<file path="config.mk">
export PLATFORM = sky130hd
export DESIGN_NAME = cache_mem_arbiter
export DESIGN_NICKNAME = d
export VERILOG_FILES = /design/src/rtl/cpu_types_pkg.sv /design/src/rtl/rr_arbiter.sv /design/src/rtl/cache_mem_arbiter.sv
export SDC_FILE = /design/constraint.sdc
export NUM_CORES = 1
export LEC_CHECK = 0
export CORE_AREA = 2 2 166 168
export CTS_BUF_LIST = sky130_fd_sc_hd__clkbuf_8 sky130_fd_sc_hd__clkbuf_16
export DETAILED_ROUTE_END_ITERATION = 10
export DIE_AREA = 0 0 168 170
export GPL_ROUTABILITY_DRIVEN = 0
export PLACE_DENSITY = 0.68
export SYNTH_ARGS = -nofsm -noshare
export SYNTH_HDL_FRONTEND = slang
export SYNTH_SLANG_ARGS = --single-unit
</file>
<file path="constraint.sdc">
create_clock -name CLK -period 8.9 [get_ports CLK]
set_input_delay 1.335 -clock CLK [delete_from_list [all_inputs] [get_ports CLK]]
set_output_delay 1.335 -clock CLK [all_outputs]
set_load 0.01 [all_outputs]
</file>
<file path="src/rtl/cpu_types_pkg.sv">
// Shared types for the cache-to-memory request path: RAM handshake states,
// arbiter FSM states and request kinds.
package cpu_types_pkg;

  typedef enum logic [1:0] {
    FREE   = 2'd0,
    BUSY   = 2'd1,
    ACCESS = 2'd2,
    ERROR  = 2'd3
  } ramstate_t;

  typedef enum logic [1:0] {
    IDLE = 2'd0,
    REQ  = 2'd1,
    RESP = 2'd2
  } arb_state_t;

  typedef enum logic [1:0] {
    IWORD  = 2'd0,
    DREAD  = 2'd1,
    DWRITE = 2'd2
  } req_kind_t;

  localparam logic [31:0] BAD_WORD = 32'hBAD1BAD1;

endpackage

</file>
<file path="src/rtl/rr_arbiter.sv">
// Combinational round-robin arbiter: first requester at or after ptr wins,
// wrapping modulo N. The pointer register lives in the caller.
module rr_arbiter #(
  parameter int unsigned N  = 2,
  parameter int unsigned IW = (N > 1) ? $clog2(N) : 1
) (
  input  logic [N-1:0]  req,
  input  logic [IW-1:0] ptr,
  output logic [N-1:0]  grant,
  output logic [IW-1:0] idx,
  output logic          valid
);

  logic [IW-1:0] cand;

  always_comb begin
    grant = '0;
    idx   = '0;
    valid = 1'b0;
    cand  = '0;
    for (int unsigned i = 0; i < N; i++) begin
      cand = IW'((32'(ptr) + i) % N);
      if (!valid && req[cand]) begin
        valid       = 1'b1;
        grant[cand] = 1'b1;
        idx         = cand;
      end
    end
  end

endmodule

</file>
<file path="src/rtl/cache_mem_arbiter.sv">
// Serialises per-CPU icache/dcache requests onto one RAM port and returns
// each result with a one-cycle low pulse on the requester's wait line.
module cache_mem_arbiter
  import cpu_types_pkg::*;
#(
  parameter int unsigned CPUS     = 2,
  parameter int unsigned TIMEOUT  = 64,
  parameter logic [31:0] BAD_WORD = cpu_types_pkg::BAD_WORD
) (
  input  logic                 CLK,
  input  logic                 RST,
  input  logic [CPUS-1:0]      iREN,
  input  logic [32*CPUS-1:0]   iaddr,
  input  logic [CPUS-1:0]      dREN,
  input  logic [CPUS-1:0]      dWEN,
  input  logic [32*CPUS-1:0]   daddr,
  input  logic [32*CPUS-1:0]   dstore,
  output logic [CPUS-1:0]      iwait,
  output logic [32*CPUS-1:0]   iload,
  output logic [CPUS-1:0]      dwait,
  output logic [32*CPUS-1:0]   dload,
  output logic                 ramREN,
  output logic                 ramWEN,
  output logic [31:0]          ramaddr,
  output logic [31:0]          ramstore,
  input  logic [31:0]          ramload,
  input  logic [1:0]           ramstate,
  output logic                 merr
);

  localparam int unsigned IW = (CPUS > 1) ? $clog2(CPUS) : 1;
  localparam int unsigned CW = $clog2(TIMEOUT + 1);

  arb_state_t    state;
  req_kind_t     kind;
  req_kind_t     gnt_kind;
  ramstate_t     rs;
  logic [IW-1:0] ptr;
  logic [IW-1:0] sel;
  logic [IW-1:0] gnt_idx;
  logic [CW-1:0] cnt;
  logic [CPUS-1:0] pending;
  logic [CPUS-1:0] gnt_onehot;
  logic          gnt_valid;
  logic          done;
  logic          failed;
  logic [31:0]   word;

  assign rs = ramstate_t'(ramstate);

  rr_arbiter #(.N(CPUS), .IW(IW)) u_rr (
    .req   (pending),
    .ptr   (ptr),
    .grant (gnt_onehot),
    .idx   (gnt_idx),
    .valid (gnt_valid)
  );

  // A write wins over a read on the same CPU, so dWEN+dREN is a write.
  always_comb begin
    pending = iREN | dREN | dWEN;
    if (|(dWEN & gnt_onehot))      gnt_kind = DWRITE;
    else if (|(dREN & gnt_onehot)) gnt_kind = DREAD;
    else                           gnt_kind = IWORD;
  end

  // ACCESS on the last allowed cycle still counts as success.
  always_comb begin
    failed = (rs == ERROR) || ((rs != ACCESS) && (cnt == CW'(TIMEOUT - 1)));
    done   = (rs == ACCESS) || failed;
    word   = failed ? BAD_WORD : ramload;
  end

  always_ff @(posedge CLK or posedge RST) begin
    if (RST) begin
      state    <= IDLE;
      kind     <= IWORD;
      ptr      <= '0;
      sel      <= '0;
      cnt      <= '0;
      merr     <= 1'b0;
      iwait    <= '1;
      dwait    <= '1;
      iload    <= '0;
      dload    <= '0;
      ramREN   <= 1'b0;
      ramWEN   <= 1'b0;
      ramaddr  <= '0;
      ramstore <= '0;
    end else begin
      unique case (state)
        IDLE: begin
          if (gnt_valid) begin
            sel      <= gnt_idx;
            kind     <= gnt_kind;
            ramaddr  <= (gnt_kind == IWORD) ? iaddr[32*gnt_idx +: 32]
                                            : daddr[32*gnt_idx +: 32];
            ramstore <= dstore[32*gnt_idx +: 32];
            ramREN   <= (gnt_kind != DWRITE);
            ramWEN   <= (gnt_kind == DWRITE);
            state    <= REQ;
          end
        end
        REQ: begin
          cnt <= cnt + 1'b1;
          if (done) begin
            ramREN <= 1'b0;
            ramWEN <= 1'b0;
            if (failed) merr <= 1'b1;
            if (kind == IWORD) begin
              iwait[sel]          <= 1'b0;
              iload[32*sel +: 32] <= word;
            end else begin
              dwait[sel]          <= 1'b0;
              dload[32*sel +: 32] <= word;
            end
            state <= RESP;
          end
        end
        RESP: begin
          iwait <= '1;
          dwait <= '1;
          cnt   <= '0;
          ptr   <= (sel == IW'(CPUS - 1)) ? '0 : sel + 1'b1;
          state <= IDLE;
        end
        default: state <= IDLE;
      endcase
    end
  end

endmodule

</file>
After elaboration in Yosys (flattened, before gate mapping)
Cells that the tools add are included.
{"block": "word_totals", "ff_bits": 212, "latch_bits": 0, "mem_bits_rw": 0, "romBits": 0, "inputBits": 234, "output_inout_bits": 199, "wordCells": 111, "n_memories": 0}
{"block": "op_classes", "addsub": 4, "n_mul": 0, "n_div": 0, "magnitude_cmp": 6, "eq_ne": 12, "n_shift": 5, "mux": 38, "bitwise": 9, "n_reduce_logical": 23}
{"operator": "$shiftx 64x7->32", "count": 3}
{"operator": "$bwmux 64", "count": 2}
{"operator": "$mux 32", "count": 2}
{"operator": "$shift 32x34->64 const A", "count": 1}
{"operator": "$shiftx 32x34->64", "count": 1}
{"operator": "$neg 6->34", "count": 1}
{"operator": "$mux 2", "count": 9}
{"operator": "$reduce_and 3->1", "count": 6}
{"operator": "$mux 1", "count": 16}
{"operator": "$pmux 7 s2", "count": 1}
{"operator": "$ne 2x2->1 const B", "count": 6}
{"operator": "$pmux 2 s2", "count": 3}
{"operator": "$and 2x2->2", "count": 4}
{"operator": "$eq 2x2->1 const B", "count": 4}
{"operator": "$add 7x1->7 const B", "count": 1}
{"operator": "$eq 7x6->1 const B", "count": 1}
{"operator": "$logic_not 2->1", "count": 3}
{"operator": "$lt 1x2->1 const B", "count": 3}
{"operator": "$or 2x2->2", "count": 3}
{"operator": "$logic_and 1x1->1", "count": 5}
{"operator": "$pmux 1 s2", "count": 2}
{"operator": "$reduce_and 2->1", "count": 2}
{"operator": "$reduce_bool 2->1", "count": 2}
{"operator": "$reduce_or 2->1", "count": 2}
{"operator": "8 further kinds", "count": 14}

Longest topological paths before layout
{"block": "depth", "word_depth": 15, "mapped_depth": 9, "depth_no_buf": 6}

Cells and area by module
Synthesis repeated with hierarchy kept, for this count alone.
{"block": "hier_totals", "hier_cells": 794, "hier_area_um2": 9764.4}
{"mod": "cache_mem_arbiter", "n_inst": 1, "cells_per_inst": 789, "area_each_um2": 9731.8, "seq_area_each_um2": 5310.1}
{"mod": "rr_arbiter", "n_inst": 1, "cells_per_inst": 5, "area_each_um2": 32.5, "seq_area_each_um2": 0.0}

Worst setup path before layout
No wires, ideal clock.
{"block": "synth_path", "path_kind": "input to register", "from": "input dREN[1]", "to": "register ramaddr[15]", "setup_ps": 142, "t_arrival_ps": 2545, "t_required_ps": 8758, "slack_ps": 6212, "stages": 7, "n_path_buf": 2, "cell_sequence": "or2_1 -> a211oi_2 -> nand2b_1 -> buf_6 -> buf_6 -> mux2i_1 -> o221ai_1"}
{"block": "synth_between", "elab_chain_cells": 14, "elab_cells_between_ends": 26, "classes_between": "shift: 2; mux: 13; bitwise: 5; reduce/logical: 6"}
{"element": "start: declaration", "line_no": "cache_mem_arbiter.sv:14", "rtl": "input logic [CPUS-1:0] dREN,"}
{"element": "parallel branches: the longest is 14 deep, another holds $shiftx 64x7->32"}
{"element": "end signal: assignment", "line_no": "cache_mem_arbiter.sv:96", "rtl": "ramaddr <= (gnt_kind == IWORD) ? iaddr[32*gnt_idx +: 32]"}
{"element": "end: declaration", "line_no": "cache_mem_arbiter.sv:24", "rtl": "output logic [31:0] ramaddr,"}
Several ways; the timed one is not identified. The select of a mux whose other input is x is not followed.
A chain may end at the register's enable or synchronous reset.

Final worst setup path
{"block": "layout_path", "from": "input dREN[1]", "to": "register ramaddr[22]"}
Same word-level chain as after synthesis.

==> results.tsv <==
stage	metric	value	unit
placed_design	post_dp_cell_area	0.0136	mm²
placed_design	half_perimeter_wire_length_of_the_detailed_placement_result	22200	µm
logic_synthesis	synth.area.top_cells	sky130_fd_sc_hd__dfrtp_1 (57%), sky130_fd_sc_hd__o22a_1 (6.9%), sky130_fd_sc_hd__mux2i_1 (5.8%), sky130_fd_sc_hd__a22o_1 (5.6%), sky130_fd_sc_hd__a222oi_1 (3.5%)	
logic_synthesis	postSynthNetCount	983	
worst_setup_path	cp-end-kind	flip-flop	
run_status	outcome	complete, no violations	
timing	slew_violations	0	
timing	worst-slew-pin-transition	1.10	ns
timing	setup_failing_eps_final	0	
logic_synthesis	synth-seq-cells	212	
timing	slew_headroom	0.266	
logic_synthesis	synth-seq-area-share	0.583	
logic_synthesis	synth_top_area_share	0.572	
logic_synthesis	postSynth.topFlopCell	sky130_fd_sc_hd__dfrtp_1	
logic_synthesis	synthesis.area	0.00910	mm²
global_routing	grt_pass1_wl	46800	µm
logic_synthesis	syn-instance-count	745	
global_routing	first_global_vias	7937	
power_and_ir_drop	irDropWorstVdd	146	µV
clock_tree	clock_tree.buffer_depth	3	
clock_tree	post_cts_hold_buffer_count	0	
global_routing	grtUsageMet3	0.0523	
global_routing	grt_max_degree	132	
timing	fin_hold_ws	0.455	ns
clock_tree	total_cts_buffers	24	
clock_tree	tritoncts	done	
clock_tree	cts-root-buf	sky130_fd_sc_hd__clkbuf_16	
logic_synthesis	postSynth.asyncResetShare	1.00	
global_routing	groute.layer.met1.usage	0.264	
logic_synthesis	yosysWarnings	0	
timing	finalHoldViolations	0	
placed_design	preCtsSetupSlack	4.64	ns
global_routing	globalRouteTotalUtil	0.209	
die	initial_utilization	0.342	
logic_synthesis	synthDominantAreaCellType	sky130_fd_sc_hd__dfrtp_1	
clock_tree	cts.htree.levels	1	
logic_synthesis	synth_enable_flop_cells	0	
placed_design	io_buf_count	432	
worst_setup_path	critPathMaxFanout	64	
worst_setup_path	reg2reg_depth	5	
logic_synthesis	ys_types	50	
worst_setup_path	cp_slowest_cell	sky130_fd_sc_hd__nand2b_4	
layout	final_area	0.0144	mm²
routing	routed-via-count	7955	
worst_setup_path	crit-reg2reg-capture	ramaddr[22]$_DFFE_PP0P_	
routing	detail_route.drc_violations	0	
routing	post_drt_wl_per_cell	20.8	µm
worst_setup_path	required	9.25	ns
timing	finalClockSkew	0.0132	ns
clock_tree	postCtsResizedCells	0	
layout	area_delta_synth_final	58.7	%
min_path	worst_hold_path.num_cells	1	
worst_setup_path	worst_r2r_startpoint	ptr$_DFFE_PP0P_	
worst_setup_path	worstPathCellList	clkdlybuf4s50_1 > or2_1 > a211oi_2 > nand2b_4 > mux2i_1 > o221ai_1	
global_routing	gr-total-overflow	0	
die	floorplan.die_area	0.0286	mm²
routing	postRouteAntennaNets	0	
die	die_x	168	µm
worst_setup_path	worst_ep_arrival_time	4.09	ns
layout	fraction_of_final_layout_cells_with_drive_strength_greater_than_1	0.0600	
layout	layout.nets	1386	
routing	firstDrtPassIters	7	
worst_setup_path	cp-start-kind	input port	
routing	detail_route.wirelength	31400	µm
min_path	min_delay_worst_endpoint	merr$_DFFE_PP0P_	
job	timing.max_cap.violations	0	
power_and_ir_drop	fin_total_pwr	4.93	mW
worst_setup_path	critPathKind	input port to flip-flop	
routing	detail_route.iter0.violations	624	
die	io-pin-count	433	
die	die-height	170	µm
die	core_area	0.0267	mm²
min_path	timing.hold.worst.start	merr$_DFFE_PP0P_	
global_routing	gr-usage-met2	0.354	
timing	final_period_minus_worst_setup_slack	3.73	ns
power_and_ir_drop	power.density	341	mW/mm²
clock_tree	post-cts-setup-buffer-count	0	
global_routing	initial_antenna_violation_count	1	
min_path	worstHoldPathType	flip-flop to flip-flop	
power_and_ir_drop	cellLeakagePower	5.97	nW
timing	rsz_0062_raised_after_global_routing	false	
die	row_count	60	
routing	avgViaCountPerCell	5.28	
timing	summed_negative_setup_slack_over_all_endpoints	0	ns
clock_tree	worst_setup_hold_path_clk_slew	0.06	ns
logic_synthesis	synth_area_per_cell	12.2	µm²
timing	setup_ws	5.17	ns
timing	fin_crit_sh	0.419	
worst_setup_path	timing.reg2reg.setup_slack	6.02	ns
clock_tree	clkLatencyLatePin	0.52	ns
clock_tree	clock_sinks	212	
worst_setup_path	slowest_delay	0.94	ns
timing	max_freq	268	MHz
global_routing	busiest_layer	met2	
[synthesized netlist by cell type (all sizes together) (5+ instances only)]
master and number:
a21oi 26, o221ai 20, nand2 47, dfrtp 208, o21ai 20, buf 36
o22a 72, nor2b 6, mux2i 53, nand3 8, nor2 27, and3 6
clkbuf 25, a222oi 32, inv 40, nor3 5, nand2b 6, a22o 58
a211oi 13
[cell type report]
cell class	instances	area (µm²)
fill	2318	12200
sequential	212	5310
timing repair buffer	438	4370
multi-input combinational	432	3330
clock buffer	27	653
tap	341	427
clock inverter	17	193
inverter	40	158
antenna	1	2.50
[placed cells by master (no fill, tap or decap), types with 4 or more instances in the layout]
cell type                         netlist  final
sky130_fd_sc_hd__or3_1                  4      4
sky130_fd_sc_hd__and3_1                 6      5
sky130_fd_sc_hd__nand2b_1               5      4
sky130_fd_sc_hd__dfstp_2                4      4
sky130_fd_sc_hd__nor2b_1                6      6
sky130_fd_sc_hd__a21oi_1               26     26
sky130_fd_sc_hd__a222oi_1              32     32
sky130_fd_sc_hd__bufinv_16              0      4
sky130_fd_sc_hd__clkinv_2               0      5
sky130_fd_sc_hd__clkbuf_16              0     25
sky130_fd_sc_hd__clkdlybuf4s50_1        0    432
sky130_fd_sc_hd__a22o_1                58     58
sky130_fd_sc_hd__a211oi_1               4      4
sky130_fd_sc_hd__o22a_1                72     72
sky130_fd_sc_hd__nand3_1                8      8
sky130_fd_sc_hd__a211oi_2               9      9
sky130_fd_sc_hd__inv_1                 40     43
sky130_fd_sc_hd__nor2_1                26     26
sky130_fd_sc_hd__nand2_1               47     47
sky130_fd_sc_hd__nor3_2                 2      4
sky130_fd_sc_hd__dfrtp_1              208    208
sky130_fd_sc_hd__o221ai_1              20     20
sky130_fd_sc_hd__buf_4                  4      6
sky130_fd_sc_hd__o21ai_0               19     19
sky130_fd_sc_hd__ha_1                   4      4
sky130_fd_sc_hd__mux2i_1               53     53
[worst max path at each step]
stage / from / end / slack (ns)
2_1_floorplan: RST / cnt[0]$_DFFE_PP0P_ / 1.78
3_3_place_gp: dREN[1] / ramaddr[4]$_DFFE_PP0P_ / 4.78
4_1_cts: dREN[1] / ramaddr[22]$_DFFE_PP0P_ / 5.20
3_5_place_dp: dREN[1] / ramaddr[22]$_DFFE_PP0P_ / 4.64
5_1_grt: dREN[1] / ramaddr[8]$_DFFE_PP0P_ / 4.98
6_report: dREN[1] / ramaddr[22]$_DFFE_PP0P_ / 5.17
[through the flow]
| step | cells | util |
|---|---|---|
| global route | 1508 | 0.542 |
| detailed placement | 1463 | 0.510 |
| CTS | 1507 | 0.542 |
| floorplan | 745 | - |
| finish | 1508 | 0.542 |
| global placement | 1463 | 0.510 |
[logic make-up after synthesis]
kind of cell,after synthesis,synth area share
AO/OA/AOI/OAI,257,0.236
flip-flops,212,0.583
AND/OR/NAND/NOR,116,0.0607
buffers and inverters,101,0.0540
multiplexers,53,0.0583
adder cells (fa/ha/maj),4,0.00550
XOR/XNOR,2,0.00192
[critical path, delay by kind of cell]
family,cells,cell delay [ns]
compound gates,2,0.70
mux,1,0.32
buf+inv,1,0.49
simple gates,2,1.21
[metal layers]
| metal | routed length, µm | part of all wire |
|---|---|---|
| met5 | 0 | 0 |
| met4 | 866 | 0.028 |
| met3 | 2390 | 0.076 |
| met2 | 15500 | 0.49 |
| met1 | 12600 | 0.40 |
[power by group]
group	internal [mW]	leakage, nW	switching [mW]	total, mW
logic	1.21	3.05	0.999	2.21
clock network	0.643	0.428	0.413	1.06
registers	1.40	2.49	0.263	1.66
[state kept, by name (all words and copies together) (netlist names), 2 cells and up]
signal	cells
cnt	7
state	2
ramaddr	32
iwait	2
iload	64
kind	2
dwait	2
dload	64
ramstore	32
Power figures use the tool's default switching activity.
